**src/rtl/pc_sequencer_pkg.sv**
```systemverilog
// Shared definitions for the PC sequencer slice.
//   - redir_type encodings (branch / jump / jump-register / reserved)
//   - two-state sequencer FSM enum
//   - default reset and exception vectors
//   - helper that qualifies a control-transfer request
package pc_sequencer_pkg;

  typedef enum logic [1:0] {
    RT_BR   = 2'b00,
    RT_J    = 2'b01,
    RT_JR   = 2'b10,
    RT_NONE = 2'b11
  } redir_type_e;

  typedef enum logic {
    ST_SEQ   = 1'b0,
    ST_DELAY = 1'b1
  } seq_state_e;

  localparam logic [31:0] DEF_RESET_VEC = 32'h0000_0000;
  localparam logic [31:0] DEF_EXC_VEC   = 32'h0000_0180;

  // The reserved encoding behaves exactly like no request at all.
  function automatic logic redir_req(input logic valid, input logic [1:0] rtype);
    return valid && (rtype != RT_NONE);
  endfunction

endpackage

```
**src/rtl/pc_sequencer_target_gen.sv**
```systemverilog
// pc_target_gen: combinational control-transfer target formation.
// Ports:
//   pc_plus4    in  ADDR_W  address of the instruction after the current pc
//   redir_type  in  2       RT_BR / RT_J / RT_JR / RT_NONE
//   instr_index in  26      J-format target field
//   br_offset   in  16      signed branch word offset
//   jr_addr     in  ADDR_W  register target
//   target      out ADDR_W  formed target (pc_plus4 for RT_NONE, unused then)
// All arithmetic wraps modulo 2^ADDR_W.
module pc_target_gen
  import pc_sequencer_pkg::*;
#(
  parameter int ADDR_W = 32
) (
  input  logic [ADDR_W-1:0] pc_plus4,
  input  logic [1:0]        redir_type,
  input  logic [25:0]       instr_index,
  input  logic [15:0]       br_offset,
  input  logic [ADDR_W-1:0] jr_addr,
  output logic [ADDR_W-1:0] target
);

  logic signed [ADDR_W-1:0] br_disp;
  logic [ADDR_W-1:0]        br_tgt;
  logic [31:0]              pc4_ext;
  logic [31:0]              j_tgt32;
  logic [ADDR_W-1:0]        j_tgt;
  logic [ADDR_W-1:0]        jr_tgt;
  logic                     unused_jr_low;

  // Sign-extended word offset scaled to bytes.
  assign br_disp = signed'({{(ADDR_W-18){br_offset[15]}}, br_offset, 2'b00});
  assign br_tgt  = pc_plus4 + $unsigned(br_disp);

  // Jump keeps the 256 MB region of pc_plus4; formed at 32 bits so that
  // ADDR_W=28 (no region bits) falls out of the truncation naturally.
  assign pc4_ext = 32'(pc_plus4);
  assign j_tgt32 = {pc4_ext[31:28], instr_index, 2'b00};
  assign j_tgt   = j_tgt32[ADDR_W-1:0];

  assign jr_tgt        = {jr_addr[ADDR_W-1:2], 2'b00};
  assign unused_jr_low = ^jr_addr[1:0];

  always_comb begin
    target = pc_plus4;
    case (redir_type)
      RT_BR:   target = br_tgt;
      RT_J:    target = j_tgt;
      RT_JR:   target = jr_tgt;
      default: target = pc_plus4;
    endcase
  end

endmodule

```
**src/rtl/pc_sequencer.sv**
```systemverilog
// pc_sequencer: instruction fetch address sequencer with optional
// MIPS-style branch delay slot.
// Ports:
//   clk          in  1       rising-edge clock
//   rst          in  1       asynchronous active-high reset
//   stall        in  1       hold pc, state and target register
//   exc          in  1       exception request (overrides stall and state)
//   redir_valid  in  1       control transfer for the instruction at pc
//   redir_type   in  2       00 branch, 01 jump, 10 jump-register, 11 none
//   instr_index  in  26      J-format target field
//   br_offset    in  16      signed branch word offset
//   jr_addr      in  ADDR_W  register target
//   pc           out ADDR_W  registered fetch address
//   pc_plus4     out ADDR_W  pc + 4 (combinational)
//   pending      out 1       a latched target waits behind the delay slot
module pc_sequencer
  import pc_sequencer_pkg::*;
#(
  parameter int          ADDR_W     = 32,
  parameter logic [31:0] RESET_VEC  = DEF_RESET_VEC,
  parameter logic [31:0] EXC_VEC    = DEF_EXC_VEC,
  parameter bit          DELAY_SLOT = 1'b1
) (
  input  logic              clk,
  input  logic              rst,
  input  logic              stall,
  input  logic              exc,
  input  logic              redir_valid,
  input  logic [1:0]        redir_type,
  input  logic [25:0]       instr_index,
  input  logic [15:0]       br_offset,
  input  logic [ADDR_W-1:0] jr_addr,
  output logic [ADDR_W-1:0] pc,
  output logic [ADDR_W-1:0] pc_plus4,
  output logic              pending
);

  localparam logic [ADDR_W-1:0] RST_PC = RESET_VEC[ADDR_W-1:0];
  localparam logic [ADDR_W-1:0] EXC_PC = EXC_VEC[ADDR_W-1:0];

  seq_state_e        state, state_nx;
  logic [ADDR_W-1:0] pc_q, pc_nx;
  logic [ADDR_W-1:0] tgt_q, tgt_nx;
  logic [ADDR_W-1:0] target;
  logic              req;

  assign pc       = pc_q;
  assign pc_plus4 = pc_q + {{(ADDR_W-3){1'b0}}, 3'd4};
  assign req      = redir_req(redir_valid, redir_type);

  pc_target_gen #(
    .ADDR_W(ADDR_W)
  ) u_target_gen (
    .pc_plus4    (pc_plus4),
    .redir_type  (redir_type),
    .instr_index (instr_index),
    .br_offset   (br_offset),
    .jr_addr     (jr_addr),
    .target      (target)
  );

  // State, pc and target registers
  always_ff @(posedge clk or posedge rst) begin
    if (rst) begin
      state <= ST_SEQ;
      pc_q  <= RST_PC;
      tgt_q <= '0;
    end else begin
      state <= state_nx;
      pc_q  <= pc_nx;
      tgt_q <= tgt_nx;
    end
  end

  // Next-state: exc > stall > DELAY completion > new request > sequential.
  // A request seen while in DELAY sits in the delay slot and is dropped.
  always_comb begin
    state_nx = state;
    pc_nx    = pc_q;
    tgt_nx   = tgt_q;
    if (exc) begin
      state_nx = ST_SEQ;
      pc_nx    = EXC_PC;
      tgt_nx   = '0;
    end else if (stall) begin
      state_nx = state;
    end else if (state == ST_DELAY) begin
      state_nx = ST_SEQ;
      pc_nx    = tgt_q;
    end else if (req) begin
      if (DELAY_SLOT) begin
        state_nx = ST_DELAY;
        pc_nx    = pc_plus4;
        tgt_nx   = target;
      end else begin
        pc_nx    = target;
      end
    end else begin
      pc_nx = pc_plus4;
    end
  end

  // Outputs
  always_comb begin
    pending = DELAY_SLOT && (state == ST_DELAY);
  end

endmodule

```
**config.mk**
```make
export PLATFORM = sky130hd
export DESIGN_NAME = pc_sequencer
export DESIGN_NICKNAME = d
export VERILOG_FILES = /design/src/rtl/pc_sequencer_pkg.sv /design/src/rtl/pc_sequencer_target_gen.sv /design/src/rtl/pc_sequencer.sv
export SDC_FILE = /design/constraint.sdc
export NUM_CORES = 1
export LEC_CHECK = 0
export CORE_ASPECT_RATIO = 1.4
export CORE_MARGIN = 2
export CORE_UTILIZATION = 50
export DETAILED_ROUTE_END_ITERATION = 16
export GPL_ROUTABILITY_DRIVEN = 0
export GPL_TIMING_DRIVEN = 0
export MAX_ROUTING_LAYER = met4
export PLACE_DENSITY_LB_ADDON = 0.05
export SYNTH_ARGS = -nofsm -noshare
export SYNTH_HDL_FRONTEND = slang
export SYNTH_SLANG_ARGS = --single-unit
```
**constraint.sdc**
```tcl
create_clock -name clk -period 4.25 [get_ports clk]
set_input_delay 0.6375 -clock clk [delete_from_list [all_inputs] [get_ports clk]]
set_output_delay 0.6375 -clock clk [all_outputs]
set_load 0.01 [all_outputs]
```
# == After elaboration in Yosys (flattened, before gate mapping) ==
# Index checks and enable logic that the tools add are counted.
# classes
reduce_logical,4
addsub,2
n_eq_ne,5
mux,12
# op_table
operator,count
$mux W32,7
$pmux W32 S3,1
$add A32 B3 Y32 const B,1
$add A32 B32 Y32,1
$mux W1,4
$ne A2 B2 Y1 const B,2
$reduce_and A3 Y1,1
$eq A2 B1 Y1 const B,1
$eq A2 B2 Y1 const B,1
$logic_not A2 Y1,1
$ne A2 B1 Y1 const B,1
$reduce_bool A2 Y1,1
$logic_and A1 B1 Y1,1
# totals
ff_bits,65
out_inout_bits,65
word_cells,26

# == Longest topological paths before layout ==
# Gate-level depths: netlist (run 1).
# depth
depth_word,7
ltp_mapped,18
depth_no_buf,17

# == Modules after synthesis ==
# A second synthesis (run 1) with hierarchy kept.
# unflattened
hier_cells,776
area_unflattened_um2,6389.9
# by_module_without_submodules
mod,n_inst,cells_each,seq_area_each_um2,area_each_um2
pc_sequencer,1,493,1626.6,4020.1
pc_target_gen,1,283,0.0,2369.8

# == Worst setup path after synthesis (run 1) ==
# OpenSTA, ideal clock, no wires.
# synth_path
kind,reg-to-reg
start,register pc_q[2] (netlist: pc[2])
end,register tgt_q[25]
stages_incl_launch_ff,17
required_time_ns,4.184
n_path_buf,1
setup_ns,0.066
period_less_slack_ns,3.825
arrival_ns,3.759
setup_slack_ns,0.425
path_cell_list,dfrtp_1 -> ha_1 -> nand3_1 -> nor2_4 -> and4_1 -> buf_2 -> nand3_1 -> xnor2_1 -> ha_1 -> a21oi_1 -> o21ai_1 -> a2111oi_0 -> o21bai_1 -> a41oi_2 -> xor2_1 -> a2111oi_0 -> a221o_1
# synth_via
elab_chain_len,7
# synth_lines
item,line,source
from (decl),pc_sequencer.sv:42,"logic [ADDR_W-1:0] pc_q, pc_nx;"
from (signal assigned),pc_sequencer.sv:70,pc_q <= pc_nx;
$add A32 B3 Y32,pc_sequencer.sv:48,"assign pc_plus4 = pc_q + {{(ADDR_W-3){1'b0}}, 3'd4};"
via pc_plus4[16],pc_sequencer.sv:34,"output logic [ADDR_W-1:0] pc_plus4,"
$add A32 B32 Y32,pc_sequencer_target_gen.sv:33,assign br_tgt = pc_plus4 + $unsigned(br_disp);
$pmux W32 S3,pc_sequencer_target_gen.sv:46,case (redir_type)
$mux W32,pc_sequencer.sv:90,end else if (req) begin
$mux W32,pc_sequencer.sv:87,end else if (state == ST_DELAY) begin
$mux W32,pc_sequencer.sv:85,end else if (stall) begin
$mux W32,pc_sequencer.sv:81,if (exc) begin
to (signal assigned),pc_sequencer.sv:71,tgt_q <= tgt_nx;
to (decl),pc_sequencer.sv:43,"logic [ADDR_W-1:0] tgt_q, tgt_nx;"
# The timed path passes the listed nets, and every way through them passes these cells. The select of a mux whose other input is x is not followed.
# A chain may end at the register's enable or synchronous reset.

# == Worst setup path in the final report (run 1) ==
# layout_path
start,register pc_q[4] (netlist: pc[4])
end,register tgt_q[31]
# layout_via
elab_chain_len,7
# layout_lines
item,line
$add A32 B3 Y32 (*),pc_sequencer.sv:48
$add A32 B32 Y32,pc_sequencer_target_gen.sv:33
$pmux W32 S3 (*),pc_sequencer_target_gen.sv:46
$mux W32 (*),pc_sequencer.sv:90
$mux W32 (*),pc_sequencer.sv:87
$mux W32 (*),pc_sequencer.sv:85
$mux W32 (*),pc_sequencer.sv:81
# Every way passes the cells marked *; elsewhere a longest branch is shown, timed or not. The select of a mux whose other input is x is not followed.

==> results of run 1 <==
[where the power goes]
group	switching (W)	total [W]	internal [W]
Combinational	0.000224	0.000404	0.000180
Sequential	0.0000226	0.000661	0.000638
Clock	0.000279	0.000867	0.000588
Total	0.000526	0.00193	0.00141
[layout make-up]
| class | instances | area (um^2) | area share, % |
|---|---|---|---|
| buffer | 42 | 173 | 2.21 |
| clock inverter | 5 | 103 | 1.31 |
| sequential | 65 | 1630 | 20.8 |
| timing repair buffer | 147 | 1470 | 18.8 |
| clock buffer | 11 | 243 | 3.10 |
| multi-input combinational | 593 | 3950 | 50.4 |
| tap | 144 | 180 | 2.30 |
| inverter | 22 | 82.6 | 1.06 |
[sequential cells by signal, summed over array words and instances (netlist names)]
register,count
pc,32
tgt_q,32
pending,1
[cell usage in the layout, fill, tap and decap left out, drive strengths merged, types with 6 or more instances in the layout]
cell	count
nand3	18
xnor2	23
mux2i	14
a31oi	7
dfrtp	65
a22o	8
nand4	9
and3	11
nor3	8
inv	21
clkdlybuf4s50	141
o211ai	7
a22oi	14
a21oi	82
ha	36
nand2	68
nand2b	7
xor2	28
clkbuf	38
o21a	6
o31ai	8
buf	21
o21ai	60
a21o	12
nor2	104
a211oi	11
[per-stage QoR]
stage          hold slack [ns]  instance area (um^2)  setup TNS [ns]
2_1_floorplan            0.440                  5680               0
3_3_place_gp             0.483                  7270          -0.479
3_5_place_dp             0.483                  7290          -0.882
4_1_cts                  0.496                  7680               0
5_1_grt                  0.532                  7830         -0.0567
6_report                 0.498                  7830               0
[logic make-up (layout without fill, tap and decap cells)]
logic type,Yosys count,after routing,synth area share [%]
fa+ha+maj,37,37,8.28
buf+inv,64,227,4.49
xor+xnor,51,51,7.99
mux,14,14,2.47
compound gates,242,242,27.2
simple gates,249,249,20.9
flops,65,65,28.6
[path summary, 6_finish.rpt]
path / cells past startpoint / slack (ns) / end
worst max-delay path: 18 / 0.09 / tgt_q[31]$_DFFE_PP0P_
worst min-delay path: 2 / 0.50 / tgt_q[16]$_DFFE_PP0P_
worst max register to register: 18 / 0.09 / tgt_q[31]$_DFFE_PP0P_
worst min register to register: 2 / 0.50 / tgt_q[16]$_DFFE_PP0P_
max in group asynchronous: 3 / 2.90 / pc[20]$_DFFE_PP0P_
min in group asynchronous: 2 / 0.73 / pc[6]$_DFFE_PP0P_
[worst max-delay path, stage by stage (launching register included)]
cell,delay (ns)
dfrtp_1,0.34
buf_2,0.20
nand3_1,0.14
nor2_4,0.22
nand3_2,0.20
nor2_4,0.20
and3_1,0.26
nand4_1,0.21
xnor2_2,0.35
ha_2,0.33
a21o_1,0.14
a21o_1,0.11
a21oi_1,0.09
and3_1,0.19
a21oi_1,0.16
or3b_1,0.38
xor2_1,0.16
o31ai_1,0.24
a22oi_1,0.12
[repair_timing]
action,CTS,global route
setup buffers,0,5
endpoints found under the setup margin,7,12
pin swaps,0,3
resized for setup,9,19
[routing by layer]
metal  up-vias  wire, um  share of wire, %
li1       2907         -                 -
met3        91      1480               7.0
met5         -         0                 0
met2       404     10300                48
met1      2994      8010                38
met4         0      1500               7.0
==> impl_metrics.prom, run 1 <==
# TYPE chip_impl_metric gauge
chip_impl_info{name="result_of_the_run",value="finished, final reports clean"} 1
chip_impl_metric{name="finalWirelength",unit="um"} 21300
chip_impl_metric{name="initial_core_util",unit="%"} 50.6
chip_impl_metric{name="cts_made_buffers",unit=""} 9
chip_impl_metric{name="antenna_violating_nets_post_route",unit=""} 0
chip_impl_metric{name="cts_num_sinks",unit=""} 65
chip_impl_metric{name="max-slew-margin-rel",unit="%"} 40.9
chip_impl_metric{name="irDropWorstVdd",unit="uV"} 235
chip_impl_metric{name="finalClockSkew",unit="ns"} 0.00525
chip_impl_metric{name="die_h",unit="um"} 130
chip_impl_metric{name="die-width",unit="um"} 94.1
chip_impl_info{name="clk_root_buffer_cell",value="clkbuf_16"} 1
chip_impl_metric{name="grtUsageTotal",unit="%"} 34.7
chip_impl_info{name="synthTopCellsByArea",value="dfrtp_1 (29%), ha_1 (7.9%), a21oi_1 (7.1%), nor2_1 (6.5%), nand2_1 (4.5%)"} 1
chip_impl_metric{name="final_core_util",unit="%"} 69.7
chip_impl_info{name="synth_flop_cell",value="dfrtp_1"} 1
chip_impl_info{name="tritoncts",value="yes"} 1
chip_impl_metric{name="cp_max_fo",unit=""} 8
chip_impl_metric{name="grt_util_met3",unit="%"} 4.33
chip_impl_metric{name="p_leak",unit="nW"} 3.38
chip_impl_metric{name="synth.lib_cells_used.distinct",unit=""} 69
chip_impl_metric{name="final.min_clock_period",unit="ns"} 4.16
chip_impl_metric{name="drtPass1Iterations",unit=""} 6
chip_impl_metric{name="netlist.area_leader.share",unit="%"} 28.6
chip_impl_metric{name="timing.final.crit_share",unit="%"} 97.9
chip_impl_metric{name="detailroute.via_count",unit=""} 6396
chip_impl_metric{name="fill_cells",unit=""} 969
chip_impl_metric{name="drt_iter0_markers",unit=""} 719
chip_impl_info{name="start_kind",value="flip-flop"} 1
chip_impl_metric{name="grt_start_max_net_pins",unit=""} 37
chip_impl_metric{name="final_hold_violation_count",unit=""} 0
chip_impl_info{name="grt_max_usage_layer",value="met2"} 1
chip_impl_metric{name="place_worst_setup_slack",unit="ns"} -0.229
chip_impl_metric{name="final_cells",unit=""} 1029
chip_impl_info{name="yosysTopAreaCell",value="dfrtp_1"} 1
chip_impl_metric{name="drv.max_cap_violation_count",unit=""} 0
chip_impl_metric{name="cp.required",unit="ns"} 4.45
chip_impl_metric{name="power.density_cell_area",unit="nW/um^2"} 247
chip_impl_metric{name="std_cell_rows",unit=""} 46
chip_impl_metric{name="max_clock_freq",unit="MHz"} 240
chip_impl_metric{name="synth_enable_flop_cells",unit=""} 0
chip_impl_info{name="hold_path.class",value="reg2reg"} 1
chip_impl_metric{name="cts_buffer_depth",unit=""} 2
chip_impl_metric{name="drt-vias-per-instance",unit=""} 6.22
chip_impl_metric{name="clk_pin_slew_worst_paths",unit="ns"} 0.06
chip_impl_metric{name="syn-mean-instance-area",unit="um^2"} 7.87
chip_impl_metric{name="ys_async_sr_fraction",unit="%"} 100
chip_impl_metric{name="core_region_area",unit="um^2"} 11200
chip_impl_metric{name="wire_per_inst",unit="um"} 20.7
chip_impl_metric{name="post-layout-total-power",unit="W"} 0.00193
chip_impl_metric{name="nets_in_the_synthesized_netlist",unit=""} 840
chip_impl_metric{name="ys_seq_area_share",unit="%"} 28.6
chip_impl_info{name="post-synth-top-count-cell",value="nor2_1"} 1
chip_impl_metric{name="use_met1",unit="%"} 40.4
chip_impl_metric{name="synthCells",unit=""} 722
chip_impl_metric{name="area_growth",unit="%"} 37.7
chip_impl_metric{name="number_of_global_route_vias_before_repair",unit=""} 6022
chip_impl_metric{name="drv_slew",unit=""} 0
chip_impl_metric{name="die_area",unit="um^2"} 12200
chip_impl_metric{name="htree_num_levels",unit=""} 3
chip_impl_metric{name="port-buffer-count",unit=""} 141
chip_impl_info{name="timing.critical_path.from",value="pc[4]$_DFFE_PP0P_"} 1
chip_impl_metric{name="yosys_register_bits",unit=""} 65
chip_impl_metric{name="timing.final.setup_violations",unit=""} 0
chip_impl_metric{name="critPathArrivalTime",unit="ns"} 4.36
chip_impl_metric{name="antenna_found_initial",unit=""} 0
chip_impl_metric{name="final_critical_path_setup_slack",unit="ns"} 0.0883
chip_impl_metric{name="hpwlAfterDp",unit="um"} 16200
chip_impl_info{name="r2r_start",value="pc[4]$_DFFE_PP0P_"} 1
chip_impl_metric{name="post_cts_hold_buffer_count",unit=""} 0
chip_impl_info{name="post_synth_most_frequent_cells",value="nor2_1 (99), a21oi_1 (81), nand2_1 (68)"} 1
chip_impl_metric{name="synth_area",unit="um^2"} 5680
chip_impl_metric{name="worst_slew_pin_slew",unit="ns"} 0.884
chip_impl_info{name="worst-setup-path-type",value="reg2reg"} 1
chip_impl_metric{name="diodes",unit=""} 0
chip_impl_metric{name="final_nets",unit=""} 998
chip_impl_metric{name="io_pins",unit=""} 146
chip_impl_metric{name="grt_pass1_wl",unit="um"} 31300
chip_impl_metric{name="clock_insertion_delay_worst_skew",unit="ns"} 0.33
chip_impl_metric{name="detail_route.drc_violations",unit=""} 0
chip_impl_info{name="hp-start",value="tgt_q[16]$_DFFE_PP0P_"} 1
chip_impl_metric{name="placedCellCount",unit=""} 1008
chip_impl_info{name="end_kind",value="flip-flop"} 1
chip_impl_metric{name="drive_above_1_share",unit="%"} 9.04
chip_impl_metric{name="groute.layer.met2.usage",unit="%"} 58.4
chip_impl_metric{name="overflow",unit=""} 0
chip_impl_metric{name="synth_warnings",unit=""} 0
(Power assumes the default switching activity.)
==> run 2, diff against run 1 <==
- CAP_MARGIN: not set -> 10
- PLACE_DENSITY: not set -> 0.86
- PLACE_DENSITY_LB_ADDON: 0.05 -> not set
==> run 2 against run 1 <==
  * Combinational power hardly changed
  * Register-to-register slack hardly changed
  * First-iteration DRC count is 14% lower
  * Die area stayed put
  * Highest routed layer unchanged
==> impl_metrics.prom, run 2 (synthesis results as in run 1) <==
# TYPE chip_impl_metric gauge
chip_impl_info{name="most_frequent_cells_in_the_layout",value="clkdlybuf4s50_1 (141), nor2_1 (97), a21oi_1 (80), nand2_1 (68), dfrtp_1 (63)"} 1
chip_impl_metric{name="use_met1",unit="%"} 41.0
chip_impl_metric{name="grt_start_max_net_pins",unit=""} 34
chip_impl_info{name="critPathCapture",value="tgt_q[26]$_DFFE_PP0P_"} 1
chip_impl_metric{name="post-layout-total-power",unit="W"} 0.00193
chip_impl_metric{name="critPathArrivalTime",unit="ns"} 4.36
chip_impl_metric{name="timing.reg2reg.setup_slack",unit="ns"} 0.1
chip_impl_metric{name="crit_buf_inv",unit=""} 1
chip_impl_info{name="clk_root_buffer_cell",value="clkbuf_16"} 1
chip_impl_metric{name="final_nets",unit=""} 998
chip_impl_info{name="result_of_the_run",value="finished, final reports clean"} 1
chip_impl_metric{name="critPathMaxStageDelay",unit="ns"} 0.47
chip_impl_metric{name="finalClockSkew",unit="ns"} 0.00448
chip_impl_metric{name="io_pins",unit=""} 146
chip_impl_metric{name="drtPass1Iterations",unit=""} 6
chip_impl_metric{name="antenna_found_initial",unit=""} 0
chip_impl_metric{name="drive_above_1_share",unit="%"} 9.04
chip_impl_info{name="critical-path-top-delay-family",value="simple AND/OR/NAND/NOR gates"} 1
chip_impl_metric{name="hpwlAfterDp",unit="um"} 15400
chip_impl_metric{name="final_core_util",unit="%"} 69.7
chip_impl_metric{name="wire_per_inst",unit="um"} 19.6
chip_impl_metric{name="detailroute.via_count",unit=""} 6431
chip_impl_metric{name="cts_buffer_depth",unit=""} 2
chip_impl_metric{name="clk_pin_slew_worst_paths",unit="ns"} 0.06
chip_impl_metric{name="die-width",unit="um"} 94.1
chip_impl_metric{name="grtUsageTotal",unit="%"} 33.4
chip_impl_info{name="worst-setup-path-type",value="reg2reg"} 1
chip_impl_metric{name="final.min_clock_period",unit="ns"} 4.15
chip_impl_info{name="timing.critical_path.from",value="pc[2]$_DFFE_PP0P_"} 1
chip_impl_metric{name="fin_tns_setup",unit="ns"} 0
chip_impl_info{name="hold_path.class",value="reg2reg"} 1
chip_impl_info{name="mostFrequentLayoutCell",value="clkdlybuf4s50_1"} 1
chip_impl_metric{name="core_region_area",unit="um^2"} 11200
chip_impl_metric{name="p_leak",unit="nW"} 3.37
chip_impl_info{name="start_kind",value="flip-flop"} 1
chip_impl_metric{name="irDropWorstVdd",unit="uV"} 157
chip_impl_metric{name="final_hold_violation_count",unit=""} 0
chip_impl_metric{name="place_worst_setup_slack",unit="ns"} -0.203
chip_impl_metric{name="port-buffer-count",unit=""} 141
chip_impl_info{name="cp_common_cell",value="and4_1"} 1
chip_impl_metric{name="max_clock_freq",unit="MHz"} 241
chip_impl_metric{name="final_critical_path_setup_slack",unit="ns"} 0.0978
chip_impl_metric{name="cp_max_fo",unit=""} 8
chip_impl_info{name="end_kind",value="flip-flop"} 1
chip_impl_metric{name="cts_made_buffers",unit=""} 9
chip_impl_info{name="crit_chain",value="ha_4 > nand3_2 > nor2_4 > and4_1 > buf_2 > nand3_1 > xnor2_2 > ha_2 > and4_1 > and3_1 > o211ai_2 > a31oi_1 > o21ai_2 > a211oi_1 > or3_1 > a21oi_2 > o31ai_2"} 1
chip_impl_metric{name="number_of_global_route_vias_before_repair",unit=""} 5897
chip_impl_info{name="grt_max_usage_layer",value="met2"} 1
chip_impl_metric{name="area_growth",unit="%"} 37.6
chip_impl_metric{name="detail_route.drc_violations",unit=""} 0
chip_impl_metric{name="drt_iter0_markers",unit=""} 619
chip_impl_info{name="tritoncts",value="yes"} 1
chip_impl_metric{name="grt_util_met3",unit="%"} 4.85
chip_impl_metric{name="crit_cells",unit=""} 17
chip_impl_metric{name="power.density_cell_area",unit="nW/um^2"} 247
chip_impl_metric{name="max-slew-margin-rel",unit="%"} 39.3
chip_impl_metric{name="initial_core_util",unit="%"} 50.6
chip_impl_metric{name="die_h",unit="um"} 130
chip_impl_metric{name="cts_num_sinks",unit=""} 65
chip_impl_info{name="rsz0062_at_grt",value="yes"} 1
chip_impl_metric{name="final_cells",unit=""} 1029
chip_impl_metric{name="r2r.worst_path.cells",unit=""} 17
chip_impl_metric{name="cp.required",unit="ns"} 4.46
chip_impl_metric{name="die_area",unit="um^2"} 12200
chip_impl_info{name="r2r_start",value="pc[2]$_DFFE_PP0P_"} 1
chip_impl_metric{name="antenna_violating_nets_post_route",unit=""} 0
chip_impl_metric{name="drt-vias-per-instance",unit=""} 6.25
chip_impl_metric{name="timing.final.setup_violations",unit=""} 0
chip_impl_metric{name="overflow",unit=""} 0
chip_impl_metric{name="timing.final.crit_share",unit="%"} 97.7
chip_impl_metric{name="clock_insertion_delay_worst_skew",unit="ns"} 0.34
chip_impl_metric{name="drv_slew",unit=""} 0
chip_impl_metric{name="diodes",unit=""} 0
chip_impl_metric{name="std_cell_rows",unit=""} 46
chip_impl_metric{name="drv.max_cap_violation_count",unit=""} 0
chip_impl_metric{name="grt_pass1_wl",unit="um"} 30600
chip_impl_metric{name="groute.layer.met2.usage",unit="%"} 53.3
chip_impl_metric{name="htree_num_levels",unit=""} 3
chip_impl_metric{name="placedCellCount",unit=""} 1008
chip_impl_info{name="regToRegEndpoint",value="tgt_q[26]$_DFFE_PP0P_"} 1
chip_impl_metric{name="worst_slew_pin_slew",unit="ns"} 0.908
chip_impl_info{name="critical-path-slowest-cell",value="dfrtp_2"} 1
chip_impl_metric{name="finalWirelength",unit="um"} 20100
## run 2: cell types whose count changed in the layout (fill, tap and decap cells not counted), sizes merged
cell / previous run / this run
clkinvlp: 1 / 0
clkbuf: 38 / 37
clkinv: 2 / 4
## run 2: power by group
group,internal (W),switching (W),leakage [nW]
clock,0.000585,0.000283,0.172
combinational,0.000182,0.000220,2.31
sequential,0.000638,0.0000200,0.885
## run 2: layout make-up
type / count / area, um^2
Buffer: 42 / 173
Clock buffer: 10 / 239
Clock inverter: 6 / 105
Fill cell: 886 / 3410
Inverter: 22 / 82.6
Multi-Input combinational cell: 593 / 3940
Sequential cell: 65 / 1630
Tap cell: 144 / 180
Timing Repair Buffer: 147 / 1470
## run 2: worst min path at each step
stage                                     start                     to  cells past startpoint  slack (ns)
final                      tgt_q[3]$_DFFE_PP0P_   tgt_q[3]$_DFFE_PP0P_                      2        0.49
after global placement     tgt_q[3]$_DFFE_PP0P_   tgt_q[3]$_DFFE_PP0P_                      2        0.47
after floorplan           tgt_q[27]$_DFFE_PP0P_  tgt_q[27]$_DFFE_PP0P_                      2        0.44
after CTS                  tgt_q[3]$_DFFE_PP0P_   tgt_q[3]$_DFFE_PP0P_                      2        0.49
after global routing      tgt_q[26]$_DFFE_PP0P_  tgt_q[26]$_DFFE_PP0P_                      2        0.53
after detailed placement   tgt_q[6]$_DFFE_PP0P_   tgt_q[6]$_DFFE_PP0P_                      2        0.47
## run 2: metrics by stage
stage / instance area [um^2] / hold WS [ns]
after floorplan: 5680 / 0.440
after global placement: 7270 / 0.465
after detailed placement: 7290 / 0.470
after CTS: 7670 / 0.495
after global routing: 7820 / 0.529
final: 7820 / 0.493
## run 2: tightest hold or removal path: stages (launching register included)
cell and delay (ns):
dfrtp_1 0.35, nand2_1 0.05, o21ai_0 0.06
## run 2: layer usage
| layer | part of all wire (%) | wire length, um | vias to the layer above |
|---|---|---|---|
| li1 | - | - | 2905 |
| met1 | 38 | 7600 | 2989 |
| met2 | 48 | 9710 | 438 |
| met3 | 8.8 | 1780 | 99 |
| met4 | 5.1 | 1040 | 0 |
| met5 | 0 | 0 | - |
## run 2: repair_timing
item                                    4_1_cts  5_1_grt
resized for setup                             5       23
hold endpoints to repair                      0        0
pin swaps                                     1        4
endpoints found under the setup margin        7       10
hold buffers                                  0        0
setup buffers                                 1        4
cloned                                        0        0
